==> src/rtl/alu_arbiter_if.sv <==
`default_nettype none
// ============================================================================
// Module   : alu_arbiter_if
// Purpose  : Bundles the two requester channels, the two response channels,
//            the shared ALU connection and the busy flag of alu_arbiter.
// Modports : slave  - the arbiter (accepts requests, drives ALU and rsp)
//            master - the environment (requesters plus the ALU itself)
// Revision : 1.0 - initial release
// ============================================================================
interface alu_arbiter_if #(
    parameter int DW  = 8,
    parameter int OPW = 3,
    parameter int AW  = 8
);
    // requester channels
    logic           req0_valid;
    logic           req0_ready;
    logic [DW-1:0]  req0_a;
    logic [DW-1:0]  req0_b;
    logic [OPW-1:0] req0_op;
    logic [AW-1:0]  req0_addr;
    logic           req1_valid;
    logic           req1_ready;
    logic [DW-1:0]  req1_a;
    logic [DW-1:0]  req1_b;
    logic [OPW-1:0] req1_op;
    logic [AW-1:0]  req1_addr;
    // response channels
    logic           rsp0_valid;
    logic [DW-1:0]  rsp0_result;
    logic [AW-1:0]  rsp0_addr;
    logic           rsp1_valid;
    logic [DW-1:0]  rsp1_result;
    logic [AW-1:0]  rsp1_addr;
    // shared ALU
    logic [DW-1:0]  alu_a;
    logic [DW-1:0]  alu_b;
    logic [OPW-1:0] alu_opcode;
    logic [AW-1:0]  alu_addr_in;
    logic [DW-1:0]  alu_result;
    logic [AW-1:0]  alu_addr_out;
    logic           busy;

    modport slave (
        input  req0_valid, req0_a, req0_b, req0_op, req0_addr,
        input  req1_valid, req1_a, req1_b, req1_op, req1_addr,
        input  alu_result, alu_addr_out,
        output req0_ready, req1_ready,
        output rsp0_valid, rsp0_result, rsp0_addr,
        output rsp1_valid, rsp1_result, rsp1_addr,
        output alu_a, alu_b, alu_opcode, alu_addr_in, busy
    );

    modport master (
        output req0_valid, req0_a, req0_b, req0_op, req0_addr,
        output req1_valid, req1_a, req1_b, req1_op, req1_addr,
        output alu_result, alu_addr_out,
        input  req0_ready, req1_ready,
        input  rsp0_valid, rsp0_result, rsp0_addr,
        input  rsp1_valid, rsp1_result, rsp1_addr,
        input  alu_a, alu_b, alu_opcode, alu_addr_in, busy
    );
endinterface
`default_nettype wire

==> src/rtl/alu_arbiter.sv <==
`default_nettype none
// ============================================================================
// Module   : alu_arbiter
// Purpose  : Shares one pipelined ALU between two requesters. One request is
//            accepted per cycle, its operands are registered onto the ALU
//            inputs, and a {valid, id} tag travels alongside the ALU latency
//            so the result is steered back to the issuing requester.
// Ports    : clk      - clock, rising edge
//            reset_n  - asynchronous active-low reset
//            bus      - alu_arbiter_if.slave (requests, responses, ALU, busy)
// Params   : DW data width, OPW opcode width, AW tag width, LAT ALU latency
// Options  : ALU_ARB_FIXED_PRIO_EN - requester 0 always wins contention;
//            when undefined, contention is resolved round robin.
// Revision : 1.0 - initial release
// ============================================================================
module alu_arbiter #(
    parameter int DW  = 8,
    parameter int OPW = 3,
    parameter int AW  = 8,
    parameter int LAT = 2
) (
    input  wire logic    clk,
    input  wire logic    reset_n,
    alu_arbiter_if.slave bus
);

    logic           w_gnt0;
    logic           w_gnt1;
    logic           w_xfer;
    logic [LAT:0]   r_tag_v;   // stage LAT lines up with the ALU result
    logic [LAT:0]   r_tag_id;
    logic [DW-1:0]  r_alu_a;
    logic [DW-1:0]  r_alu_b;
    logic [OPW-1:0] r_alu_op;
    logic [AW-1:0]  r_alu_addr;

`ifdef ALU_ARB_FIXED_PRIO_EN
    // Grants are gated by reset_n so ready drops as soon as reset asserts.
    assign w_gnt0 = reset_n && bus.req0_valid;
`else
    logic r_last_grant;        // 1: requester 1 was granted last

    assign w_gnt0 = reset_n && bus.req0_valid && (!bus.req1_valid || r_last_grant);

    always_ff @(posedge clk or negedge reset_n) begin
        if (!reset_n) begin
            r_last_grant <= 1'b1;
        end else if (w_xfer) begin
            r_last_grant <= w_gnt1;
        end
    end
`endif

    assign w_gnt1 = reset_n && bus.req1_valid && !w_gnt0;
    assign w_xfer = w_gnt0 || w_gnt1;

    assign bus.req0_ready = w_gnt0;
    assign bus.req1_ready = w_gnt1;

    always_ff @(posedge clk or negedge reset_n) begin
        if (!reset_n) begin
            r_alu_a    <= '0;
            r_alu_b    <= '0;
            r_alu_op   <= '0;
            r_alu_addr <= '0;
            r_tag_v    <= '0;
            r_tag_id   <= '0;
        end else begin
            if (w_xfer) begin
                r_alu_a    <= w_gnt1 ? bus.req1_a    : bus.req0_a;
                r_alu_b    <= w_gnt1 ? bus.req1_b    : bus.req0_b;
                r_alu_op   <= w_gnt1 ? bus.req1_op   : bus.req0_op;
                r_alu_addr <= w_gnt1 ? bus.req1_addr : bus.req0_addr;
            end
            r_tag_v  <= {r_tag_v[LAT-1:0], w_xfer};
            r_tag_id <= {r_tag_id[LAT-1:0], w_gnt1};
        end
    end

    assign bus.alu_a       = r_alu_a;
    assign bus.alu_b       = r_alu_b;
    assign bus.alu_opcode  = r_alu_op;
    assign bus.alu_addr_in = r_alu_addr;

    // The ALU output is forwarded unregistered; only the valid is steered.
    assign bus.rsp0_valid  = r_tag_v[LAT] && !r_tag_id[LAT];
    assign bus.rsp1_valid  = r_tag_v[LAT] &&  r_tag_id[LAT];
    assign bus.rsp0_result = bus.alu_result;
    assign bus.rsp0_addr   = bus.alu_addr_out;
    assign bus.rsp1_result = bus.alu_result;
    assign bus.rsp1_addr   = bus.alu_addr_out;

    assign bus.busy = |r_tag_v;

endmodule
`default_nettype wire

==> src/flat_wrapper.sv <==
// flat-port wrapper written by rule: the top's interface ports become plain ports
module alu_arbiter_flat 
#(
    parameter int DW  = 8,
    parameter int OPW = 3,
    parameter int AW  = 8,
    parameter int LAT = 2
)
  (clk, reset_n, bus_req0_valid, bus_req0_a, bus_req0_b, bus_req0_op, bus_req0_addr, bus_req1_valid, bus_req1_a, bus_req1_b, bus_req1_op, bus_req1_addr, bus_alu_result, bus_alu_addr_out, bus_req0_ready, bus_req1_ready, bus_rsp0_valid, bus_rsp0_result, bus_rsp0_addr, bus_rsp1_valid, bus_rsp1_result, bus_rsp1_addr, bus_alu_a, bus_alu_b, bus_alu_opcode, bus_alu_addr_in, bus_busy);
  alu_arbiter_if #(.DW(DW), .OPW(OPW), .AW(AW)) bus_i ();
  input  wire logic clk;
  input  wire logic reset_n;
  input wire logic [$bits(bus_i.req0_valid)-1:0] bus_req0_valid;
  input wire logic [$bits(bus_i.req0_a)-1:0] bus_req0_a;
  input wire logic [$bits(bus_i.req0_b)-1:0] bus_req0_b;
  input wire logic [$bits(bus_i.req0_op)-1:0] bus_req0_op;
  input wire logic [$bits(bus_i.req0_addr)-1:0] bus_req0_addr;
  input wire logic [$bits(bus_i.req1_valid)-1:0] bus_req1_valid;
  input wire logic [$bits(bus_i.req1_a)-1:0] bus_req1_a;
  input wire logic [$bits(bus_i.req1_b)-1:0] bus_req1_b;
  input wire logic [$bits(bus_i.req1_op)-1:0] bus_req1_op;
  input wire logic [$bits(bus_i.req1_addr)-1:0] bus_req1_addr;
  input wire logic [$bits(bus_i.alu_result)-1:0] bus_alu_result;
  input wire logic [$bits(bus_i.alu_addr_out)-1:0] bus_alu_addr_out;
  output wire logic [$bits(bus_i.req0_ready)-1:0] bus_req0_ready;
  output wire logic [$bits(bus_i.req1_ready)-1:0] bus_req1_ready;
  output wire logic [$bits(bus_i.rsp0_valid)-1:0] bus_rsp0_valid;
  output wire logic [$bits(bus_i.rsp0_result)-1:0] bus_rsp0_result;
  output wire logic [$bits(bus_i.rsp0_addr)-1:0] bus_rsp0_addr;
  output wire logic [$bits(bus_i.rsp1_valid)-1:0] bus_rsp1_valid;
  output wire logic [$bits(bus_i.rsp1_result)-1:0] bus_rsp1_result;
  output wire logic [$bits(bus_i.rsp1_addr)-1:0] bus_rsp1_addr;
  output wire logic [$bits(bus_i.alu_a)-1:0] bus_alu_a;
  output wire logic [$bits(bus_i.alu_b)-1:0] bus_alu_b;
  output wire logic [$bits(bus_i.alu_opcode)-1:0] bus_alu_opcode;
  output wire logic [$bits(bus_i.alu_addr_in)-1:0] bus_alu_addr_in;
  output wire logic [$bits(bus_i.busy)-1:0] bus_busy;
  assign bus_i.req0_valid = bus_req0_valid;
  assign bus_i.req0_a = bus_req0_a;
  assign bus_i.req0_b = bus_req0_b;
  assign bus_i.req0_op = bus_req0_op;
  assign bus_i.req0_addr = bus_req0_addr;
  assign bus_i.req1_valid = bus_req1_valid;
  assign bus_i.req1_a = bus_req1_a;
  assign bus_i.req1_b = bus_req1_b;
  assign bus_i.req1_op = bus_req1_op;
  assign bus_i.req1_addr = bus_req1_addr;
  assign bus_i.alu_result = bus_alu_result;
  assign bus_i.alu_addr_out = bus_alu_addr_out;
  assign bus_req0_ready = bus_i.req0_ready;
  assign bus_req1_ready = bus_i.req1_ready;
  assign bus_rsp0_valid = bus_i.rsp0_valid;
  assign bus_rsp0_result = bus_i.rsp0_result;
  assign bus_rsp0_addr = bus_i.rsp0_addr;
  assign bus_rsp1_valid = bus_i.rsp1_valid;
  assign bus_rsp1_result = bus_i.rsp1_result;
  assign bus_rsp1_addr = bus_i.rsp1_addr;
  assign bus_alu_a = bus_i.alu_a;
  assign bus_alu_b = bus_i.alu_b;
  assign bus_alu_opcode = bus_i.alu_opcode;
  assign bus_alu_addr_in = bus_i.alu_addr_in;
  assign bus_busy = bus_i.busy;
  alu_arbiter #(.DW(DW), .OPW(OPW), .AW(AW), .LAT(LAT)) u_core (.clk(clk), .reset_n(reset_n), .bus(bus_i));
endmodule
==> config.mk <==
export PLATFORM = sky130hd
export DESIGN_NAME = alu_arbiter_flat
export DESIGN_NICKNAME = d
export VERILOG_FILES = /design/src/rtl/alu_arbiter_if.sv /design/src/rtl/alu_arbiter.sv /design/src/flat_wrapper.sv
export SDC_FILE = /design/constraint.sdc
export NUM_CORES = 1
export LEC_CHECK = 0
export CAP_MARGIN = 0
export CORE_UTILIZATION = 35
export CTS_CLUSTER_DIAMETER = 30
export DETAILED_ROUTE_END_ITERATION = 10
export GPL_ROUTABILITY_DRIVEN = 0
export HOLD_SLACK_MARGIN = 0.05
export PLACE_DENSITY_LB_ADDON = 0.05
export SLEW_MARGIN = 10
export SYNTH_ARGS = -nofsm -noshare
export SYNTH_HDL_FRONTEND = slang
export SYNTH_SLANG_ARGS = --single-unit
==> constraint.sdc <==
create_clock -name clk -period 2.6 [get_ports clk]
set_clock_uncertainty 0.2 [all_clocks]
set_input_delay 0.52 -clock clk [delete_from_list [all_inputs] [get_ports clk]]
set_output_delay 0.52 -clock clk [all_outputs]
set_load 0.01 [all_outputs]
# [Word level (Yosys, flattened, before mapping)]
# Index checks and enable logic that the tools add are counted.
[totals] register_bits=34 latch_bits=0 ramBits=0 rom_bits=0 input_bits=74 out_inout_bits=64 word_cells=23 memories=0
[op_classes] addsub=0 n_mul=0 n_div=0 order_cmp=0 eq_ne=0 shifts=0 muxes=4 bitwise_logic=0 reduce_logical=12
[op_table] operator="8-bit two-way mux" n=3
[op_table] operator="1-bit logical AND" n=6
[op_table] operator="1-bit zero test" n=3
[op_table] operator="3-bit two-way mux" n=1
[op_table] operator="3-bit OR reduction" n=1
[op_table] operator="1-bit logical OR" n=2

# [Logic depth before layout (Yosys ltp)]
# Gate-level depths: netlist of the first run.
[logic_depth] depth_word=6 ltp_mapped=4 ltp_nobuf=3

# [Worst setup path before layout of the first run]
# Ideal clock, no wire load.
[synth_path] path_type="register to output" startpoint="register u_core.r_last_grant" endpoint="output bus_req0_ready" t_arrival_ps=1041 t_required_ps=1880 path_slack_ps=839 stages_incl_launch_ff=4 n_path_buf=1 cell_sequence="dfstp_2 -> inv_1 -> a21oi_4 -> buf_6"
[synth_between] elab_chain_len=2
[synth_rtl] element="from (decl)" line="alu_arbiter.sv:41" rtl="logic r_last_grant;"
[synth_rtl] element="from (signal assigned)" line="alu_arbiter.sv:49" rtl="r_last_grant <= w_gnt1;"
[synth_rtl] element="1-bit logical OR" line="alu_arbiter.sv:43" rtl="assign w_gnt0 = reset_n && bus.req0_valid && (!bus.req1_valid || r_last_grant);"
[synth_rtl] element="1-bit logical AND" line="alu_arbiter.sv:43"
[synth_rtl] element="to (decl)" line="flat_wrapper.sv:25" rtl="output wire logic [$bits(bus_i.req0_ready)-1:0] bus_req0_ready;"
# No other way between the ends.

# [Worst setup path after layout of the first run]
[layout_path] startpoint="input bus_req0_valid" endpoint="output bus_req0_ready"
[layout_between] elab_chain_len=2
[layout_rtl] element="from (decl)" line="flat_wrapper.sv:13" rtl="input wire logic [$bits(bus_i.req0_valid)-1:0] bus_req0_valid;"
[layout_rtl] element="1-bit logical AND (2 in series)" line="alu_arbiter.sv:43"
# No other way between the ends.

==> impl_metrics.env, run 1 <==
export IMPL_relSlewSlack=0.703
export IMPL_ys_flop_type="dfrtp_1"
export IMPL_grt_remaining_overflow=0
export IMPL_r2r_cells=4
export IMPL_synth_edf_count=0
export IMPL_worst_path_max_fanout=2
export IMPL_syn_area_sq_mm=0.00168
export IMPL_grt_max_degree=36
export IMPL_cp_data_arrival_time_ps=1810
export IMPL_cts_tree="done"
export IMPL_antenna_found_initial=0
export IMPL_synth_largest_area_cell="dfrtp_1"
export IMPL_syn_nets=212
export IMPL_worstMarginPinSlew_ps=445
export IMPL_timing_final_crit_share=0.973
export IMPL_final_hold_violation_count=0
export IMPL_clk_latency_ps=280
export IMPL_synth_cell_type_count=14
export IMPL_dp_hpwl_um=2970
export IMPL_drv_slew=0
export IMPL_fp_dieW_um=71.2
export IMPL_initial_core_util=0.374
export IMPL_ir_drop_v=0.000261
export IMPL_r2r_start="u_core.r_last_grant$_DFFE_PN1P_"
export IMPL_preCtsSetupSlack_ps=49.5
export IMPL_worst_path_buf_inv=2
export IMPL_ctsHoldBuffers=0
export IMPL_fin_ws_ps=70.4
export IMPL_drive_gt1_frac=0.0976
export IMPL_ys_seq_area_frac=0.509
export IMPL_drt_drc_violations_left=10
export IMPL_grt_pass1_vias=1403
export IMPL_power_frac_seq=0.439
export IMPL_cts_path_max_buffers=2
export IMPL_maxCapViolCount=0
export IMPL_diodes=0
export IMPL_ant_nets=0
export IMPL_power_density_mw_per_mm2=596
export IMPL_p_sw_frac=0.256
export IMPL_clkTransAtPathRegs_ps=70
export IMPL_h_tree_depth=2
export IMPL_dpl_cell_count=249
export IMPL_cpMaxStageDelayCell="clkdlybuf4s50_1"
export IMPL_die_h_um=71.2
export IMPL_crit_path_start="bus_req0_valid"
export IMPL_ys_ff_latch=34
export IMPL_final_util=0.554
export IMPL_instances_no_fill=257
export IMPL_reg2reg_slack_ps=970
export IMPL_tns_ps=0
export IMPL_cts_resized=0
export IMPL_cpMostUsedCell="clkdlybuf4s50_1"
export IMPL_fin_hold_ws_ps=121
export IMPL_async_reset_ff_frac=1.00
export IMPL_startpoint_type="primary input"
export IMPL_yosysTopAreaCellShare=0.493
export IMPL_r2r_end="u_core.bus.alu_a[4]$_DFFE_PN0P_"
export IMPL_setup_violations=0
export IMPL_fmax_mhz=395
export IMPL_synthTopCellsByArea="dfrtp_1, a221o_1, buf_4"
export IMPL_yosysMostFrequentCell="buf_4"
export IMPL_track_usage=0.171
export IMPL_cts_sinks=34
export IMPL_p_int_mw=1.10
export IMPL_drt_iter0_markers=56
export IMPL_cpPeakStageDelay_ps=560
export IMPL_syn_inst=138
export IMPL_syn_to_final_growth_pct=47.9
export IMPL_p_clk_frac=0.267
export IMPL_final_area_sq_mm=0.00248
export IMPL_placed_area_sq_mm=0.00239
export IMPL_cts_setup_buffers=0
export IMPL_critPathKind="in2out"
export IMPL_worstPathCellList="clkdlybuf4s50_1 > nand2_1 > a21oi_4 > clkdlybuf4s50_1"
export IMPL_hold_class="in2async"
export IMPL_via_count=1318
export IMPL_worstPathRequired_ps=1880
export IMPL_status="complete, but fails checks"
export IMPL_via_per_inst=5.13
export IMPL_p_leak_nw=1.03
export IMPL_finalPower_mw=1.48
export IMPL_drt_wirelength_per_cell_um=16.2
export IMPL_crit_family="buffers and inverters"
export IMPL_wirelength_um=4180
export IMPL_fin_nets=278
export IMPL_root_buffer="clkbuf_8"
export IMPL_grt_pass1_wl_um=6730
export IMPL_portBuffers=89
export IMPL_rsz0062_at_grt="false"
export IMPL_p_sw_uw=378
export IMPL_die_area_sq_mm=0.00507
export IMPL_boundaryPins=138
export IMPL_syn_avg_cell_area_sq_um=12.1
export IMPL_nFillCells=377
export IMPL_cts_made_buffers=5
export IMPL_violations="DRC"
export IMPL_min_period_ps=2530
export IMPL_firstDrtPassIters=7
export IMPL_rows=24
export IMPL_p_comb_frac=0.294
export IMPL_end_kind="output port"
export IMPL_yosys_top_cells_count="buf_4, dfrtp_1, a221o_1, and2_0, buf_6"
export IMPL_coreArea_sq_mm=0.00447
export IMPL_yosysWarnings=0
-- registers in the layout (all words and copies together), names as in the netlist --
register / cells
u_core.bus.alu_a: 8
u_core.bus.alu_addr_in: 8
u_core.bus.alu_b: 8
u_core.bus.alu_opcode: 3
u_core.r_tag_id: 3
u_core.r_tag_v: 3
u_core.r_last_grant: 1
-- cells in the final DEF, fill, tap and decap left out, types with 2 or more instances in the layout --
| master | synthesis | final |
|---|---|---|
| a21oi_4 | 2 | 2 |
| buf_4 | 34 | 8 |
| inv_1 | 2 | 2 |
| clkbuf_8 | 0 | 6 |
| and2_0 | 27 | 27 |
| clkdlybuf4s50_1 | 0 | 88 |
| nand2_1 | 3 | 3 |
| a221o_1 | 27 | 27 |
| dfrtp_1 | 33 | 33 |
-- worst reg2reg max path: stages, from the launching register on --
cell	delay (ps)
dfstp_2	570
inv_1	80
a21oi_4	160
buf_4	330
a221o_1	220
-- final cells by class --
type,instances,area (sq um),share of cell area
Timing Repair Buffer,97,946,0.382
Sequential cell,34,852,0.344
Multi-Input combinational cell,64,515,0.208
Clock buffer,7,86.3,0.0348
Tap cell,52,65.1,0.0263
Inverter,2,7.51,0.00303
Clock inverter,1,5.00,0.00202
-- metal layers --
layer	up-vias	GRT usage	share of wire
met5	-	0	0
met4	0	0.0867	0.028
met3	25	0.0484	0.10
met2	69	0.287	0.48
met1	629	0.201	0.39
li1	595	-	-
-- cell families (layout without fill, tap and decap cells) --
kind of cell | after synthesis | after routing | synth area share
AO/OA/AOI/OAI | 31 | 31 | 0.189
buffers and inverters | 40 | 107 | 0.184
flip-flops | 34 | 34 | 0.509
AND/OR/NAND/NOR | 33 | 33 | 0.119
-- worst max-delay path by stage --
stage	endpoint	slack, ps	depth (start not counted)
2_1_floorplan	bus_req0_ready	840	3
3_3_place_gp	bus_req1_ready	70	4
3_5_place_dp	bus_req0_ready	50	4
4_1_cts	bus_req0_ready	50	4
5_1_grt	bus_req0_ready	20	4
6_report	bus_req0_ready	70	4
-- power groups by stage --
stage,Sequential (mW),Clock (mW),Combinational [mW]
after floorplan,0.686,0,0.181
after global placement,0.655,0,0.433
after detailed placement,0.656,0,0.439
after CTS,0.650,0.410,0.440
after global routing,0.659,0.427,0.467
final,0.648,0.395,0.434
(Power assumes the default switching activity.)
==> inputs of run 2 (changes only) <==
==> constraint.sdc (replaced) <==
create_clock -name clk -period 3.2 [get_ports clk]
set_clock_uncertainty 0.2 [all_clocks]
set_input_delay 0.64 -clock clk [delete_from_list [all_inputs] [get_ports clk]]
set_output_delay 0.64 -clock clk [all_outputs]
set_load 0.01 [all_outputs]
==> run 2 against run 1 <==
Against the previous run:
- the flow still finishes with violations (DRC)
- worst hold slack better by 31 ps
- power is 20% lower
- critical path depth unchanged
- highest routed layer unchanged
- die area did not move
==> impl_metrics.env, run 2 (synthesis gave the netlist of run 1 again) <==
export IMPL_status="complete, but fails checks"
export IMPL_violations="DRC"
export IMPL_maxCapViolCount=0
export IMPL_preCtsSetupSlack_ps=286
export IMPL_root_buffer="clkbuf_8"
export IMPL_startpoint_type="primary input"
export IMPL_cts_sinks=34
export IMPL_clkTransAtPathRegs_ps=60
export IMPL_die_area_sq_mm=0.00507
export IMPL_portBuffers=89
export IMPL_wirelength_um=4370
export IMPL_fp_dieW_um=71.2
export IMPL_end_kind="output port"
export IMPL_critPathKind="in2out"
export IMPL_r2r_end="u_core.bus.alu_a[4]$_DFFE_PN0P_"
export IMPL_worstPathRequired_ps=2360
export IMPL_diodes=0
export IMPL_setup_violations=0
export IMPL_tns_ps=0
export IMPL_worst_path_buf_inv=2
export IMPL_h_tree_depth=2
export IMPL_grt_max_degree=35
export IMPL_power_density_mw_per_mm2=487
export IMPL_min_period_ps=2900
export IMPL_p_int_uw=882
export IMPL_cpPeakStageDelay_ps=570
export IMPL_grt_remaining_overflow=0
export IMPL_cpMostUsedCell="clkdlybuf4s50_1"
export IMPL_p_sw_frac=0.258
export IMPL_via_count=1284
export IMPL_crit_family="buffers and inverters"
export IMPL_initial_core_util=0.374
export IMPL_final_common_cell="clkdlybuf4s50_1"
export IMPL_r2r_cells=4
export IMPL_cts_resized=0
export IMPL_drt_drc_violations_left=10
export IMPL_relSlewSlack=0.706
export IMPL_p_comb_frac=0.296
export IMPL_reg2reg_slack_ps=1580
export IMPL_coreArea_sq_mm=0.00447
export IMPL_track_usage=0.179
export IMPL_grt_pass1_vias=1385
export IMPL_cpMaxStageDelayCell="clkdlybuf4s50_1"
export IMPL_boundaryPins=138
export IMPL_r2r_start="u_core.r_last_grant$_DFFE_PN1P_"
export IMPL_min_path_cells=0
export IMPL_hold_class="reg2reg"
export IMPL_die_h_um=71.2
export IMPL_cts_setup_buffers=0
export IMPL_holdPathEnd="u_core.r_tag_id[1]$_DFF_PN0_"
export IMPL_worstMarginPinSlew_ps=441
export IMPL_timing_final_crit_share=0.905
export IMPL_drv_slew=0
export IMPL_antenna_found_initial=0
export IMPL_dp_hpwl_um=3060
export IMPL_drive_gt1_frac=0.0754
export IMPL_ctsHoldBuffers=0
export IMPL_grt_pass1_wl_um=6820
export IMPL_cts_made_buffers=5
export IMPL_via_per_inst=5.12
export IMPL_p_clk_frac=0.260
export IMPL_cp_data_arrival_time_ps=2060
export IMPL_final_hold_violation_count=0
export IMPL_worst_path_max_fanout=3
export IMPL_rows=24
export IMPL_ir_drop_v=0.000212
export IMPL_ant_nets=0
export IMPL_fin_nets=274
export IMPL_drt_iter0_markers=98
export IMPL_cts_tree="done"
export IMPL_drt_wirelength_per_cell_um=17.4
export IMPL_worstHoldStart="u_core.r_tag_id[0]$_DFF_PN0_"
export IMPL_p_leak_nw=1.00
export IMPL_fmax_mhz=345
export IMPL_rsz0062_at_grt="false"
export IMPL_p_sw_uw=306
export IMPL_fin_ws_ps=303
export IMPL_worstPathCellList="clkdlybuf4s50_1 > nand2_1 > a21oi_4 > clkdlybuf4s50_1"
export IMPL_syn_to_final_growth_pct=45.6
export IMPL_cts_path_max_buffers=2
export IMPL_power_frac_seq=0.444
export IMPL_clk_latency_ps=280
export IMPL_final_cell_mix="clkdlybuf4s50_1, dfrtp_1, and2_0, a221o_1, clkbuf_8"
export IMPL_firstDrtPassIters=8
-- run 2: final cells by class --
cell class                 instances  area, sq um
multi-input combinational         64          515
tap                               52         65.1
sequential                        34          852
timing repair buffer              93          916
fill                             376         2040
inverter                           2         7.51
clock buffer                       6         82.6
-- run 2: worst max-delay path by stage --
stage	start	end	cells after the start
after floorplan	reset_n	bus_req1_ready	3
final	bus_req1_valid	bus_req1_ready	4
after global placement	bus_req0_valid	bus_req0_ready	4
after global routing	bus_req1_valid	bus_req1_ready	4
after CTS	bus_req0_valid	bus_req0_ready	4
after detailed placement	bus_req1_valid	bus_req1_ready	4
-- run 2: power groups by stage --
| stage | Clock [mW] | Combinational (mW) | Sequential [mW] |
|---|---|---|---|
| after global placement | 0 | 0.348 | 0.532 |
| after CTS | 0.320 | 0.356 | 0.527 |
| after floorplan | 0 | 0.147 | 0.558 |
| after global routing | 0.343 | 0.376 | 0.535 |
| final | 0.309 | 0.352 | 0.527 |
| after detailed placement | 0 | 0.354 | 0.534 |
-- run 2: stage by stage --
step           hold WS (ps)  area [sq um]  instances  power (mW)   util
2_1_floorplan           131          1680        138       0.705      -
3_3_place_gp            132          2360        245       0.880  0.527
3_5_place_dp            137          2360        245       0.887  0.527
4_1_cts                 152          2440        251        1.20  0.545
5_1_grt                 166          2440        251        1.25  0.545
6_report                152          2440        251        1.19  0.545
-- run 2: metal layers --
layer / GRT usage / up-vias / share of wire / wire length (um)
li1: - / 582 / - / -
met1: 0.211 / 605 / 0.42 / 1840
met2: 0.269 / 68 / 0.44 / 1940
met3: 0.0812 / 29 / 0.10 / 440
met4: 0.104 / 0 / 0.034 / 150
met5: 0 / - / 0 / 0
